[src/rtl/align_stage.sv]
// align_stage: registers one FPU operation per input handshake, sorts the
// operands by in_exchange and right-aligns sorted operand B's fraction with
// guard/round/sticky capture. Valid/ready interface with a one-entry skid
// buffer so in_ready depends only on registered state.
module align_stage #(
  parameter int FRAC_W  = 24,
  parameter int EXP_W   = 8,
  parameter int SHIFT_W = 5
) (
  input  logic                clk,
  input  logic                reset,
  input  logic                in_valid,
  output logic                in_ready,
  input  logic [2:0]          in_op,
  input  logic                in_sign_a,
  input  logic                in_sign_b,
  input  logic [EXP_W-1:0]    in_exponent_a,
  input  logic [EXP_W-1:0]    in_exponent_b,
  input  logic [FRAC_W-1:0]   in_fraction_a,
  input  logic [FRAC_W-1:0]   in_fraction_b,
  input  logic [2:0]          in_type_a,
  input  logic [2:0]          in_type_b,
  input  logic                in_exchange,
  input  logic [SHIFT_W-1:0]  in_shift,
  input  logic                in_post_sign,
  output logic                out_valid,
  input  logic                out_ready,
  output logic [2:0]          out_op,
  output logic                out_sign,
  output logic [EXP_W-1:0]    out_exponent_a,
  output logic [EXP_W-1:0]    out_exponent_b,
  output logic [FRAC_W+2:0]   out_fraction_a,
  output logic [FRAC_W+2:0]   out_fraction_b,
  output logic [2:0]          out_type_a,
  output logic [2:0]          out_type_b
);

  localparam int EXT_W = FRAC_W + 3;

  typedef struct packed {
    logic [2:0]       op;
    logic             sign;
    logic [EXP_W-1:0] exp_a;
    logic [EXP_W-1:0] exp_b;
    logic [EXT_W-1:0] frac_a;
    logic [EXT_W-1:0] frac_b;
    logic [2:0]       type_a;
    logic [2:0]       type_b;
  } stage_t;

  stage_t           in_word;
  stage_t           out_word;
  stage_t           skid_word;
  logic             skid_valid;
  logic [FRAC_W-1:0] sorted_frac_b;
  logic [EXT_W-1:0] ext_b;
  logic [EXT_W-1:0] shifted_b;
  logic [EXT_W-1:0] kept_b;
  logic             lost_b;
  logic             in_fire;

  // Operand signs swap with the rest of the operand, but only the
  // control-supplied post_sign leaves this stage.
  logic sign_unused;
  assign sign_unused = in_sign_a ^ in_sign_b;

  assign in_ready = ~skid_valid;
  assign in_fire  = in_valid & in_ready;

  // Sort operands and align B; sticky collects every bit shifted past bit 0,
  // found by shifting back and comparing against the unshifted value.
  always_comb begin
    in_word       = '0;
    sorted_frac_b = in_exchange ? in_fraction_a : in_fraction_b;
    ext_b         = {sorted_frac_b, 3'b000};
    shifted_b     = ext_b >> in_shift;
    kept_b        = shifted_b << in_shift;
    lost_b        = |(ext_b & ~kept_b);

    in_word.op     = in_op;
    in_word.sign   = in_post_sign;
    in_word.exp_a  = in_exchange ? in_exponent_b : in_exponent_a;
    in_word.exp_b  = in_exchange ? in_exponent_a : in_exponent_b;
    in_word.frac_a = {(in_exchange ? in_fraction_b : in_fraction_a), 3'b000};
    in_word.frac_b = {shifted_b[EXT_W-1:1], shifted_b[0] | lost_b};
    in_word.type_a = in_exchange ? in_type_b : in_type_a;
    in_word.type_b = in_exchange ? in_type_a : in_type_b;
  end

  // Output register and skid buffer: the output reloads whenever it is empty
  // or being consumed, preferring the older skidded op; a new op arriving
  // while the output is stalled parks in the skid slot.
  always_ff @(posedge clk) begin
    if (reset) begin
      out_valid  <= 1'b0;
      skid_valid <= 1'b0;
      out_word   <= '0;
      skid_word  <= '0;
    end else if (~out_valid | out_ready) begin
      if (skid_valid) begin
        out_word   <= skid_word;
        out_valid  <= 1'b1;
        skid_valid <= 1'b0;
      end else if (in_fire) begin
        out_word  <= in_word;
        out_valid <= 1'b1;
      end else begin
        out_valid <= 1'b0;
      end
    end else if (in_fire) begin
      skid_word  <= in_word;
      skid_valid <= 1'b1;
    end
  end

  assign out_op         = out_word.op;
  assign out_sign       = out_word.sign;
  assign out_exponent_a = out_word.exp_a;
  assign out_exponent_b = out_word.exp_b;
  assign out_fraction_a = out_word.frac_a;
  assign out_fraction_b = out_word.frac_b;
  assign out_type_a     = out_word.type_a;
  assign out_type_b     = out_word.type_b;

endmodule
[config.mk]
export PLATFORM = sky130hd
export DESIGN_NAME = align_stage
export DESIGN_NICKNAME = d
export VERILOG_FILES = /design/src/rtl/align_stage.sv
export SDC_FILE = /design/constraint.sdc
export NUM_CORES = 1
export LEC_CHECK = 0
export CELL_PAD_IN_SITES_DETAIL_PLACEMENT = 2
export CELL_PAD_IN_SITES_GLOBAL_PLACEMENT = 2
export CORE_UTILIZATION = 32
export CTS_BUF_LIST = sky130_fd_sc_hd__clkbuf_8
export DETAILED_ROUTE_END_ITERATION = 8
export PLACE_DENSITY_LB_ADDON = 0.1
export SLEW_MARGIN = 25
export SYNTH_ARGS = -nofsm -noshare
export SYNTH_HDL_FRONTEND = slang
export SYNTH_SLANG_ARGS = --single-unit
export TNS_END_PERCENT = 30
[constraint.sdc]
create_clock -name clk -period 13 [get_ports clk]
set_clock_uncertainty 0.15 [all_clocks]
set_input_delay 3.9 -clock clk [delete_from_list [all_inputs] [get_ports clk]]
set_output_delay 3.9 -clock clk [all_outputs]
set_load 0.005 [all_outputs]
# Word level (Yosys, flattened, before mapping)
# Index checks and enable logic that the tools add are counted.
[op_classes] shifts=2 n_mux=10 bitwise=8 reduce_logical=5
[op_table] cell="two-way mux 80 bit" count=2
[op_table] cell="two-way mux 24 bit" count=2
[op_table] cell="AND 27 bit" count=1
[op_table] cell="inverter 27 bit" count=1
[op_table] cell="OR reduction 27 bit" count=1
[op_table] cell="left shift 27 x 5 -> 27 bit" count=1
[op_table] cell=">> shifter 27 x 5 -> 27 bit" count=1
[op_table] cell="two-way mux 8 bit" count=2
[op_table] cell="two-way mux 3 bit" count=2
[op_table] cell="AND reduction 2 bit" count=2
[op_table] cell="inverter 1 bit" count=3
[op_table] cell="two-way mux 1 bit" count=2
[op_table] cell="OR 1 bit" count=2
[op_table] cell="nonzero test 2 bit" count=1
[op_table] cell="OR reduction 2 bit" count=1
[op_table] cell="AND 1 bit" count=1
[word_totals] register_bits=159 input_bits=86 out_inout_bits=82 elab_cells=43

# Logic depth before layout (Yosys ltp)
[depth] depth_word=9 mapped_depth=16 depth_no_buf=12

# Worst setup path before layout
# Ideal clock, no wire load.
[synth_timing] kind="input to register" startpoint="input port in_exchange" endpoint="register skid_word[6] (netlist bit)" setup_time_ns=0.134 arrival_time_ns=7.121 t_required_ns=12.716 setup_slack_ns=5.595 path_stages=13 n_path_buf=1 cell_sequence="buf_2 -> inv_2 -> mux4_2 -> mux2_2 -> a211o_1 -> mux4_2 -> or2_0 -> a22o_1 -> o2111a_1 -> a31oi_1 -> nand4_1 -> nor4_2 -> a211oi_1"
[synth_via] elab_chain_len=7
[synth_lines] item="start, declared" line_no="23" text="input logic in_exchange,"
[synth_lines] item="two-way mux 24 bit *" line_no="74" text="sorted_frac_b = in_exchange ? in_fraction_a : in_fraction_b;"
[synth_lines] item=">> shifter 27 x 5 -> 27 bit" line_no="76" text="shifted_b = ext_b >> in_shift;"
[synth_lines] item="left shift 27 x 5 -> 27 bit" line_no="77" text="kept_b = shifted_b << in_shift;"
[synth_lines] item="inverter 27 bit" line_no="78" text="lost_b = |(ext_b & ~kept_b);"
[synth_lines] item="AND 27 bit" line_no="78"
[synth_lines] item="OR reduction 27 bit" line_no="78"
[synth_lines] item="OR 1 bit *" line_no="85" text="in_word.frac_b = {shifted_b[EXT_W-1:1], shifted_b[0] | lost_b};"
[synth_lines] item="end signal, assigned" line_no="111" text="skid_word <= in_word;"
[synth_lines] item="end, declared" line_no="53" text="stage_t skid_word;"
# Every way passes the cells marked *; elsewhere a longest branch is shown, timed or not.
# A chain may end at the register's enable or synchronous reset.

# Worst setup path in the final report
[layout_timing] startpoint="input port in_exchange" endpoint="register out_word (netlist bit out_fraction_b[0])"
[layout_via] elab_chain_len=9
[layout_lines] item="two-way mux 24 bit *" line_no="74"
[layout_lines] item=">> shifter 27 x 5 -> 27 bit" line_no="76"
[layout_lines] item="left shift 27 x 5 -> 27 bit" line_no="77"
[layout_lines] item="inverter 27 bit" line_no="78"
[layout_lines] item="AND 27 bit" line_no="78"
[layout_lines] item="OR reduction 27 bit" line_no="78"
[layout_lines] item="OR 1 bit *" line_no="85"
[layout_lines] item="two-way mux 80 bit *" line_no="104" text="end else if (in_fire) begin"
[layout_lines] item="two-way mux 80 bit *" line_no="100" text="if (skid_valid) begin"
[layout_lines] item="end signal, assigned" line_no="101" text="out_word <= skid_word;"
[layout_lines] item="end signal, assigned" line_no="105" text="out_word <= in_word;"
[layout_lines] item="end, declared" line_no="52" text="stage_t out_word;"
# Every way passes the cells marked *; elsewhere a longest branch is shown, timed or not. The select of a mux whose other input is x is not followed.

==> impl_metrics.toml <==
[worst_setup_path]
startpoint_type = "primary input"
worstPathMaxFanout = 43
cp-end-kind = "register"
rr_startpoint = "skid_valid"
crit_start = "in_exchange"
reg2reg_setup_slack_ns = 10.01
worstSetupPathType = "primary input to register"
worstPathRequired_ns = 13.18
arrival_ns = 9.49

[detailed_routing]
postRouteAntennaNets = 0
wl_per_cell_um = 27.7
drt-pass1-iter-count = 5
drt-total-wl_mm = 54.0
drt_iter0_markers = 953
num_vias = 12100
drc_errors = 0
vias_per_cell = 6.23

[floorplan]
coreArea_um2 = 33400
io_pins = 168
die-area_um2 = 34600
initial_core_util = 0.324
rows = 67
die_w_um = 186
die_h_um = 186

[placement]
port_buffers = 162
dp_hpwl_mm = 39.1
gp_congestion = 1.01

[clock_network]
postCtsHoldBufs = 0
cts_sinks = 156
clk_pin_slew_ns = 0.09
htree_levels = 4
cts_setup_buffers = 0
clock_latency_ns = 0.48
cts_tree = "built"
post_cts_resized = 0
clock-root-buffer = "clkbuf_8"
clk_path_buf_depth = 2
cts_inserted_buffers = 17

[global_routing]
globalRoute.totalOverflow = 0
antenna_found_initial = 0
groute.usage.overall = 0.313
grt_pass1_vias = 12400
grt_first_pass_wirelength_mm = 79.8
grt_max_degree = 103

[yosys]
yosysWarnings = 0
ys_top_cells_by_area = "dfxtp_1 (29%), mux2i_1 (9.8%), nand2_1 (7.7%)"
synth_area_per_cell_um2 = 7.68
synth_edf_count = 0
ys_seq_elements = 156
synth_ff_type = "dfxtp_1"
syn_inst = 1411
synth_top_cell_by_area = "dfxtp_1"
synth.distinct_cells = 79
seq_area_frac_synth = 0.288
async_flop_share = 0
synth_top_area_frac = 0.288
synth_area_um2 = 10800

[cells_and_area]
final_common_cell = "nand2_1"
drive_gt1_frac = 0.0840
n_antenna_cell = 0
final_cell_mix = "nand2_1 (222), clkdlybuf4s50_1 (157), dfxtp_1 (155)"
syn_to_final_growth_pct = 20.4
num-nets-final = 1573

[power_and_ir_drop]
finalPower_w = 0.00132
vdd_ir_drop_max_v = 0.0000670
p_leak_nw = 4.55
power_density_nw_per_um2 = 101

[min_path]
holdCritPathClass = "register to register"
hold_start = "out_exponent_b[1]"

[sta]
slew_headroom = 0.277
slew_violations = 0
fin_setup_tns_ns = 0
rsz0062_at_grt = "no"
max_freq_mhz = 107
setup_viol = 0
hold_violations = 0
fin_crit_sh = 0.716
period_needed_ns = 9.30
worst_pin_slew_ns = 1.08

[job]
cap_violations = 0

[outcome]
status = "finished clean"
## path summary, 6_finish.rpt
kind	endpoint	cells past startpoint
setup reg to reg	skid_word[41]	5
hold reg to reg	out_exponent_b[1]	2
hold / removal	out_exponent_b[1]	2
setup / recovery	out_fraction_b[0]	13
## cell usage after synthesis, types with 5 or more instances
master / number
a211oi_1: 76
a21oi_1: 117
a221oi_1: 14
a22o_1: 6
a22oi_1: 13
a2bb2oi_1: 8
a31oi_1: 14
a32oi_1: 5
and2_1: 9
and3_1: 5
buf_1: 13
buf_2: 5
clkbuf_1: 105
dfxtp_1: 156
inv_1: 5
mux2_2: 33
mux2i_1: 106
mux4_2: 14
nand2_1: 222
nand2b_1: 7
nand3_1: 37
nand4_1: 5
nor2_1: 151
nor2b_1: 7
nor3_1: 30
nor4_1: 5
o2111ai_1: 7
o211ai_1: 61
o21ai_0: 39
o221ai_1: 9
o22a_1: 5
o22ai_1: 16
o311ai_0: 10
o31ai_1: 9
o32ai_1: 5
## stage by stage
stage / hold slack, ns / util / std cells / setup WS (ns) / cell area (um^2)
final: 0.302 / 0.390 / 1948 / 3.70 / 13000
after global routing: 0.324 / 0.390 / 1948 / 3.71 / 13000
after CTS: 0.308 / 0.390 / 1948 / 3.84 / 13000
after detailed placement: 0.296 / 0.378 / 1916 / 3.32 / 12700
after global placement: 0.289 / 0.378 / 1916 / 3.37 / 12700
after floorplan: 0.286 / - / 1413 / 5.60 / 10800
## registers in the layout (all words and copies together) (netlist names)
register / cells
out_exponent_a: 8
out_exponent_b: 8
out_fraction_a: 24
out_fraction_b: 27
out_op: 3
out_sign: 1
out_type_a: 3
out_type_b: 3
out_valid: 1
skid_valid: 1
skid_word: 77
## power breakdown
part / leakage, nW / total [W] / internal, W / switching [W]
registers: 1.28 / 0.000518 / 0.000504 / 0.0000147
clock network: 0.188 / 0.000364 / 0.000169 / 0.000194
logic: 3.09 / 0.000434 / 0.000160 / 0.000274
total: 4.55 / 0.00132 / 0.000833 / 0.000483
## critical path: stages
cell and delay, ns:
buf_4 0.51, buf_4 0.70, inv_2 0.33, mux4_2 0.53, o22ai_1 0.11, nor3_1 0.83, o221ai_1 0.58, o22ai_1 0.33
a221oi_1 0.14, a2111oi_0 0.53, o2111ai_1 0.27, nor4_2 0.51, a211oi_1 0.14
## cell families after synthesis
| family | count (synthesis) | share of synthesized area |
|---|---|---|
| other | 1 | 0.000346 |
| multiplexers | 154 | 0.164 |
| buffers and inverters | 141 | 0.0559 |
| AO/OA/AOI/OAI | 464 | 0.298 |
| AND/OR/NAND/NOR | 495 | 0.194 |
| flip-flops | 156 | 0.288 |
## per-layer routing
layer | global-route usage | vias to the layer above | routed length [um]
met3 | 0.0505 | 103 | 3540
met5 | 0 | - | 0
met4 | 0.150 | 0 | 2450
met1 | 0.414 | 6129 | 23700
li1 | - | 5442 | -
met2 | 0.493 | 466 | 24300
## layout make-up
type                    count  area [um^2]
multi-input cells        1116         7140
flip-flops and latches    156         3130
clock buffers              17          234
repair buffers            187         1800
clock inverters            15          153
well taps                 448          561
fillers                  3858        20400
inverters                   9         35.0
Note: power is estimated with default switching activity, not from simulation.
